[src/rtl/decode_issue_stage.sv]
// decode_issue_stage: registered RV32I ALU decoder with valid/ready on both sides,
// multi-cycle MUL hold, illegal-encoding flag and saturating illegal counter.
module decode_issue_stage #(
  parameter int XLEN        = 32,
  parameter int SUPPORT_M   = 1,
  parameter int MUL_LATENCY = 3,
  parameter int CNT_W       = 16
) (
  input  logic             clk,
  input  logic             rst_n,
  input  logic             flush,
  input  logic             in_valid,
  output logic             in_ready,
  input  logic [31:0]      instr,
  output logic             out_valid,
  input  logic             out_ready,
  output logic [3:0]       alu_control,
  output logic             regwrite,
  output logic             alu_src_imm,
  output logic [XLEN-1:0]  imm,
  output logic [4:0]       rd,
  output logic [4:0]       rs1,
  output logic [4:0]       rs2,
  output logic             illegal,
  output logic [CNT_W-1:0] illegal_count
);

  localparam logic [3:0] ALU_AND  = 4'b0000;
  localparam logic [3:0] ALU_OR   = 4'b0001;
  localparam logic [3:0] ALU_ADD  = 4'b0010;
  localparam logic [3:0] ALU_SLL  = 4'b0011;
  localparam logic [3:0] ALU_SUB  = 4'b0100;
  localparam logic [3:0] ALU_SRL  = 4'b0101;
  localparam logic [3:0] ALU_MUL  = 4'b0110;
  localparam logic [3:0] ALU_XOR  = 4'b0111;
  localparam logic [3:0] ALU_SLT  = 4'b1000;
  localparam logic [3:0] ALU_SRA  = 4'b1001;
  localparam logic [3:0] ALU_SLTU = 4'b1010;

  localparam logic [6:0] OP_R = 7'b0110011;
  localparam logic [6:0] OP_I = 7'b0010011;

  localparam int CW = (MUL_LATENCY > 1) ? $clog2(MUL_LATENCY) : 1;

  typedef enum logic [1:0] {S_EMPTY, S_WAIT, S_FULL} state_t;

  state_t         state;
  logic [CW-1:0]  cnt;

  logic [6:0]      opcode;
  logic [2:0]      f3;
  logic [6:0]      f7;
  logic [3:0]      d_alu;
  logic            d_ill;
  logic            d_src;
  logic            d_mul;
  logic [XLEN-1:0] d_imm;
  logic            capture;

  assign opcode  = instr[6:0];
  assign f3      = instr[14:12];
  assign f7      = instr[31:25];
  assign in_ready = (state == S_EMPTY) || ((state == S_FULL) && out_ready);
  assign capture  = in_valid && in_ready;

  // Base operation selected by funct3 alone (funct7 = 0 form)
  function automatic logic [3:0] f3_op(input logic [2:0] f);
    case (f)
      3'd0:    f3_op = ALU_ADD;
      3'd1:    f3_op = ALU_SLL;
      3'd2:    f3_op = ALU_SLT;
      3'd3:    f3_op = ALU_SLTU;
      3'd4:    f3_op = ALU_XOR;
      3'd5:    f3_op = ALU_SRL;
      3'd6:    f3_op = ALU_OR;
      default: f3_op = ALU_AND;
    endcase
  endfunction

  // Combinational decode of the incoming word; illegal encodings keep the zero defaults
  always_comb begin
    d_alu = '0;
    d_ill = 1'b1;
    d_src = 1'b0;
    d_mul = 1'b0;
    d_imm = '0;
    if (opcode == OP_R) begin
      if (f7 == 7'h00) begin
        d_alu = f3_op(f3);
        d_ill = 1'b0;
      end else if (f7 == 7'h20 && f3 == 3'd0) begin
        d_alu = ALU_SUB;
        d_ill = 1'b0;
      end else if (f7 == 7'h20 && f3 == 3'd5) begin
        d_alu = ALU_SRA;
        d_ill = 1'b0;
      end else if (SUPPORT_M != 0 && f7 == 7'h01 && f3 == 3'd0) begin
        d_alu = ALU_MUL;
        d_mul = 1'b1;
        d_ill = 1'b0;
      end
    end else if (opcode == OP_I) begin
      if (f3 == 3'd1 || f3 == 3'd5) begin
        if (f7 == 7'h00) begin
          d_alu = f3_op(f3);
          d_ill = 1'b0;
        end else if (f7 == 7'h20 && f3 == 3'd5) begin
          d_alu = ALU_SRA;
          d_ill = 1'b0;
        end
        if (!d_ill) begin
          d_src = 1'b1;
          d_imm = {{(XLEN-5){1'b0}}, instr[24:20]};
        end
      end else begin
        d_alu = f3_op(f3);
        d_ill = 1'b0;
        d_src = 1'b1;
        d_imm = {{(XLEN-12){instr[31]}}, instr[31:20]};
      end
    end
  end

  // Handshake FSM, MUL latency counter, output register and illegal counter
  always_ff @(posedge clk or negedge rst_n) begin
    if (!rst_n) begin
      state         <= S_EMPTY;
      cnt           <= '0;
      out_valid     <= 1'b0;
      alu_control   <= '0;
      regwrite      <= 1'b0;
      alu_src_imm   <= 1'b0;
      imm           <= '0;
      rd            <= '0;
      rs1           <= '0;
      rs2           <= '0;
      illegal       <= 1'b0;
      illegal_count <= '0;
    end else if (flush) begin
      state     <= S_EMPTY;
      cnt       <= '0;
      out_valid <= 1'b0;
    end else if (capture) begin
      alu_control <= d_alu;
      regwrite    <= ~d_ill;
      alu_src_imm <= d_src;
      imm         <= d_imm;
      rd          <= instr[11:7];
      rs1         <= instr[19:15];
      rs2         <= instr[24:20];
      illegal     <= d_ill;
      if (d_ill && illegal_count != '1)
        illegal_count <= illegal_count + CNT_W'(1);
      if (d_mul && MUL_LATENCY > 1) begin
        state     <= S_WAIT;
        cnt       <= CW'(MUL_LATENCY - 1);
        out_valid <= 1'b0;
      end else begin
        state     <= S_FULL;
        out_valid <= 1'b1;
      end
    end else begin
      case (state)
        S_WAIT: begin
          cnt <= cnt - CW'(1);
          if (cnt <= CW'(1)) begin
            state     <= S_FULL;
            out_valid <= 1'b1;
          end
        end
        S_FULL: begin
          if (out_ready) begin
            state     <= S_EMPTY;
            out_valid <= 1'b0;
          end
        end
        default: ;
      endcase
    end
  end

endmodule

[config.mk]
export PLATFORM = sky130hd
export DESIGN_NAME = decode_issue_stage
export DESIGN_NICKNAME = d
export VERILOG_FILES = /design/src/rtl/decode_issue_stage.sv
export SDC_FILE = /design/constraint.sdc
export NUM_CORES = 1
export LEC_CHECK = 0
export BUFFER_PORTS_ARGS = -buffer_cell sky130_fd_sc_hd__buf_2
export CORE_AREA = 2 2 60 105
export DETAILED_ROUTE_END_ITERATION = 12
export DIE_AREA = 0 0 62 107
export PLACE_DENSITY = 0.74
export SLEW_MARGIN = 40
export SYNTH_ARGS = -nofsm -noshare
export SYNTH_HDL_FRONTEND = slang
export SYNTH_SLANG_ARGS = --single-unit
[constraint.sdc]
create_clock -name clk -period 2.6 [get_ports clk]
set_input_delay 0.13 -clock clk [delete_from_list [all_inputs] [get_ports clk]]
set_output_delay 0.13 -clock clk [all_outputs]
set_load 0.005 [all_outputs]
==> results.json <==
{
  "status": "finished, final reports clean",
  "finalNetCount": 411,
  "power_switching_mw": 0.531,
  "setup_tns_ns": 0,
  "clock.fmax_mhz": 424,
  "dieArea_um2": 6630,
  "worst_clock_skew_ns": 0.00462,
  "critPathBufInv": 1,
  "synthToLayoutAreaGrowth_pct": 21.3,
  "slew_violations": 0,
  "grt_max_degree": 55,
  "irDropWorstVdd_mv": 0.343,
  "power_mw": 1.81,
  "seq_area_frac_synth_pct": 49.8,
  "hold_path_class": "in2reg",
  "hold_violations": 0,
  "io_pins": 109,
  "avgSynthCellArea_um2": 9.75,
  "clockRootBuffer": "clkbuf_8",
  "cts_sinks": 54,
  "grt_pass1_wl_mm": 10.2,
  "synth_area_um2": 2710,
  "arrival_ns": 2.56,
  "ys_types": 49,
  "period_needed_ns": 2.36,
  "postCtsSetupBuffers": 0,
  "path_class": "reg2reg",
  "drt_drc_violations_left": 0,
  "pwr-share-seq_pct": 56.2,
  "ant_nets": 0,
  "mostFrequentLayoutCells": "buf_2, nand2_1, dfrtp_1",
  "grt-ovfl-total": 0,
  "place_congestion": 0.793,
  "route.final.wire_length_mm": 6.22,
  "die_w_um": 62,
  "post-place-ws_ns": 0.247,
  "port_buffers": 108,
  "die_h_um": 107,
  "clk_latency_ns": 0.31,
  "crit_slowest_cell": "or4_1",
  "cp_cell_sequence": "inv_1 > ha_1 > a21o_1 > nand3_1 > a31oi_1 > nand3_2 > or4_1 > xnor2_1",
  "synthArstFlopShare_pct": 100,
  "slowest_delay_ns": 0.50,
  "p_comb_share_pct": 18.8,
  "first_pass_iters": 4,
  "drive_gt1_share_pct": 34.4,
  "p_sw_share_pct": 29.4,
  "final_util_pct": 56.8,
  "antenna_cells": 0,
  "worstSetupStartpointType": "flop",
  "period_share_pct": 90.8,
  "grtUsageTotal_pct": 20.1,
  "p_per_area_nw_per_um2": 549,
  "numCtsBuffers": 5,
  "grt_pass1_vias": 2218,
  "wl_per_cell_um": 13.9,
  "syn-num-nets": 320,
  "num_vias": 2300,
  "cts_tree": "done",
  "cts_resized": 0,
  "antenna_found_initial": 0,
  "relSlewSlack_pct": 54.1,
  "rsz0062_at_grt": "false",
  "dp_hpwl_mm": 4.64,
  "p_leak_nw": 1.80,
  "ys.flop_type": "dfrtp_1",
  "final_common_cell": "buf_2",
  "core_um2": 5790,
  "synth-seq-cells": 54,
  "critPathTopFamily": "simple AND/OR/NAND/NOR gates",
  "clockBufferDepth": 2,
  "synth_edf_count": 0,
  "clk_pin_slew_ns": 0.09,
  "drv_cap": 0,
  "crit_fanout": 14,
  "required_ns": 2.80,
  "setup_ws_ns": 0.240,
  "cts_hold_buffers": 3,
  "final-setup-viol-count": 0,
  "row_count": 37,
  "ys_warn_count": 0,
  "start_util_pct": 46.9,
  "drt_iter0_markers": 67,
  "htree_levels": 2,
  "tightest_slew_ns": 0.689,
  "syn-instance-count": 278,
  "worstSetupEndpointType": "flop",
  "via_per_inst": 5.15,
  "internal_power_mw": 1.27,
  "clkPwrFrac_pct": 25.0
}
[power groups by stage]
| stage | combinational (mW) | sequential (mW) | clock (mW) |
|---|---|---|---|
| 5_1_grt | 0.392 | 1.03 | 0.502 |
| 2_1_floorplan | 0.156 | 1.03 | 0 |
| 4_1_cts | 0.345 | 1.02 | 0.465 |
| 3_3_place_gp | 0.330 | 1.03 | 0 |
| 3_5_place_dp | 0.340 | 1.03 | 0 |
| 6_report | 0.339 | 1.02 | 0.451 |
[synth_stat cells, drive strengths merged (2+ instances only)]
cell type	instances	area share (%)
a21o	3	0.83
a21oi	6	1.1
a22o	12	3.9
and3	3	0.69
and4	2	0.65
buf	26	6.7
clkbuf	4	0.55
dfrtp	54	50
ha	5	2.3
inv	11	1.5
mux2	3	1.2
mux2i	2	0.74
nand2	59	8.3
nand2b	2	0.46
nand3	12	2.4
nand4	3	0.69
nor2	11	1.5
nor2b	3	0.69
nor3	10	2.3
nor4	4	0.92
o21ai	6	1.1
or2	2	0.46
or3	2	0.46
or4	3	0.83
xnor2	5	1.6
xor2	9	2.9
[routing by layer]
layer	GRT usage [%]	vias up	part of all wire [%]
li1	-	1113	-
met4	6.23	0	1.9
met3	3.02	10	5.8
met5	0	-	0
met1	24.8	1093	39
met2	34.4	84	53
[stage by stage]
stage                     instances  hold WS [ns]  area, µm²
final                           447       0.00375       3290
after global routing            447       0.00661       3290
after CTS                       447       0.00121       3280
after detailed placement        437         0.304       3170
after global placement          437         0.293       3170
after floorplan                 278        -0.166       2710
[sequential cells by signal, summed over array words and instances (netlist names), 2 cells and up]
| name | count |
|---|---|
| rs1 | 5 |
| cnt | 2 |
| illegal_count | 16 |
| rs2 | 5 |
| alu_control | 4 |
| rd | 5 |
| imm | 12 |
[layout make-up]
| cell class | count | area, µm² |
|---|---|---|
| Timing Repair Buffer | 114 | 593 |
| Tap cell | 78 | 97.6 |
| Sequential cell | 54 | 1350 |
| Clock inverter | 2 | 10.0 |
| Clock buffer | 5 | 68.8 |
| Fill cell | 533 | 2500 |
| Inverter | 11 | 41.3 |
| Multi-Input combinational cell | 183 | 1130 |
[logic make-up after synthesis]
kind of cell               count (synthesis)  synth area share (%)
and+or+nand+nor                          120                  21.6
DFF                                       54                  49.8
buffers and inverters                     41                  8.81
AOI/OAI and AO/OA                         39                  10.9
xor gates and xnor gates                  14                  4.52
muxes                                      5                  1.98
adders and majority gates                  5                  2.31
[tightest hold or removal path, stage by stage]
cell,delay (ns)
buf_2,0.07
nand2_1,0.04
nand2_1,0.04
[worst paths after layout]
| kind | from | endpoint | slack [ns] | cells after the start |
|---|---|---|---|---|
| max reg2reg | state[0]$_DFFE_PN0P_ | illegal_count[10]$_DFFE_PN0P_ | 0.24 | 8 |
| min reg2reg | rs1[3]$_DFFE_PN0P_ | rs1[3]$_DFFE_PN0P_ | 0.48 | 2 |
| min | instr[18] | rs1[3]$_DFFE_PN0P_ | 0.004 | 3 |
| max | state[0]$_DFFE_PN0P_ | illegal_count[10]$_DFFE_PN0P_ | 0.24 | 8 |
| min in group asynchronous | rst_n | rs1[3]$_DFFE_PN0P_ | 0.48 | 3 |
| max in group asynchronous | rst_n | regwrite$_DFFE_PN0P_ | 1.66 | 3 |
Note: power is estimated with default switching activity, not from simulation.
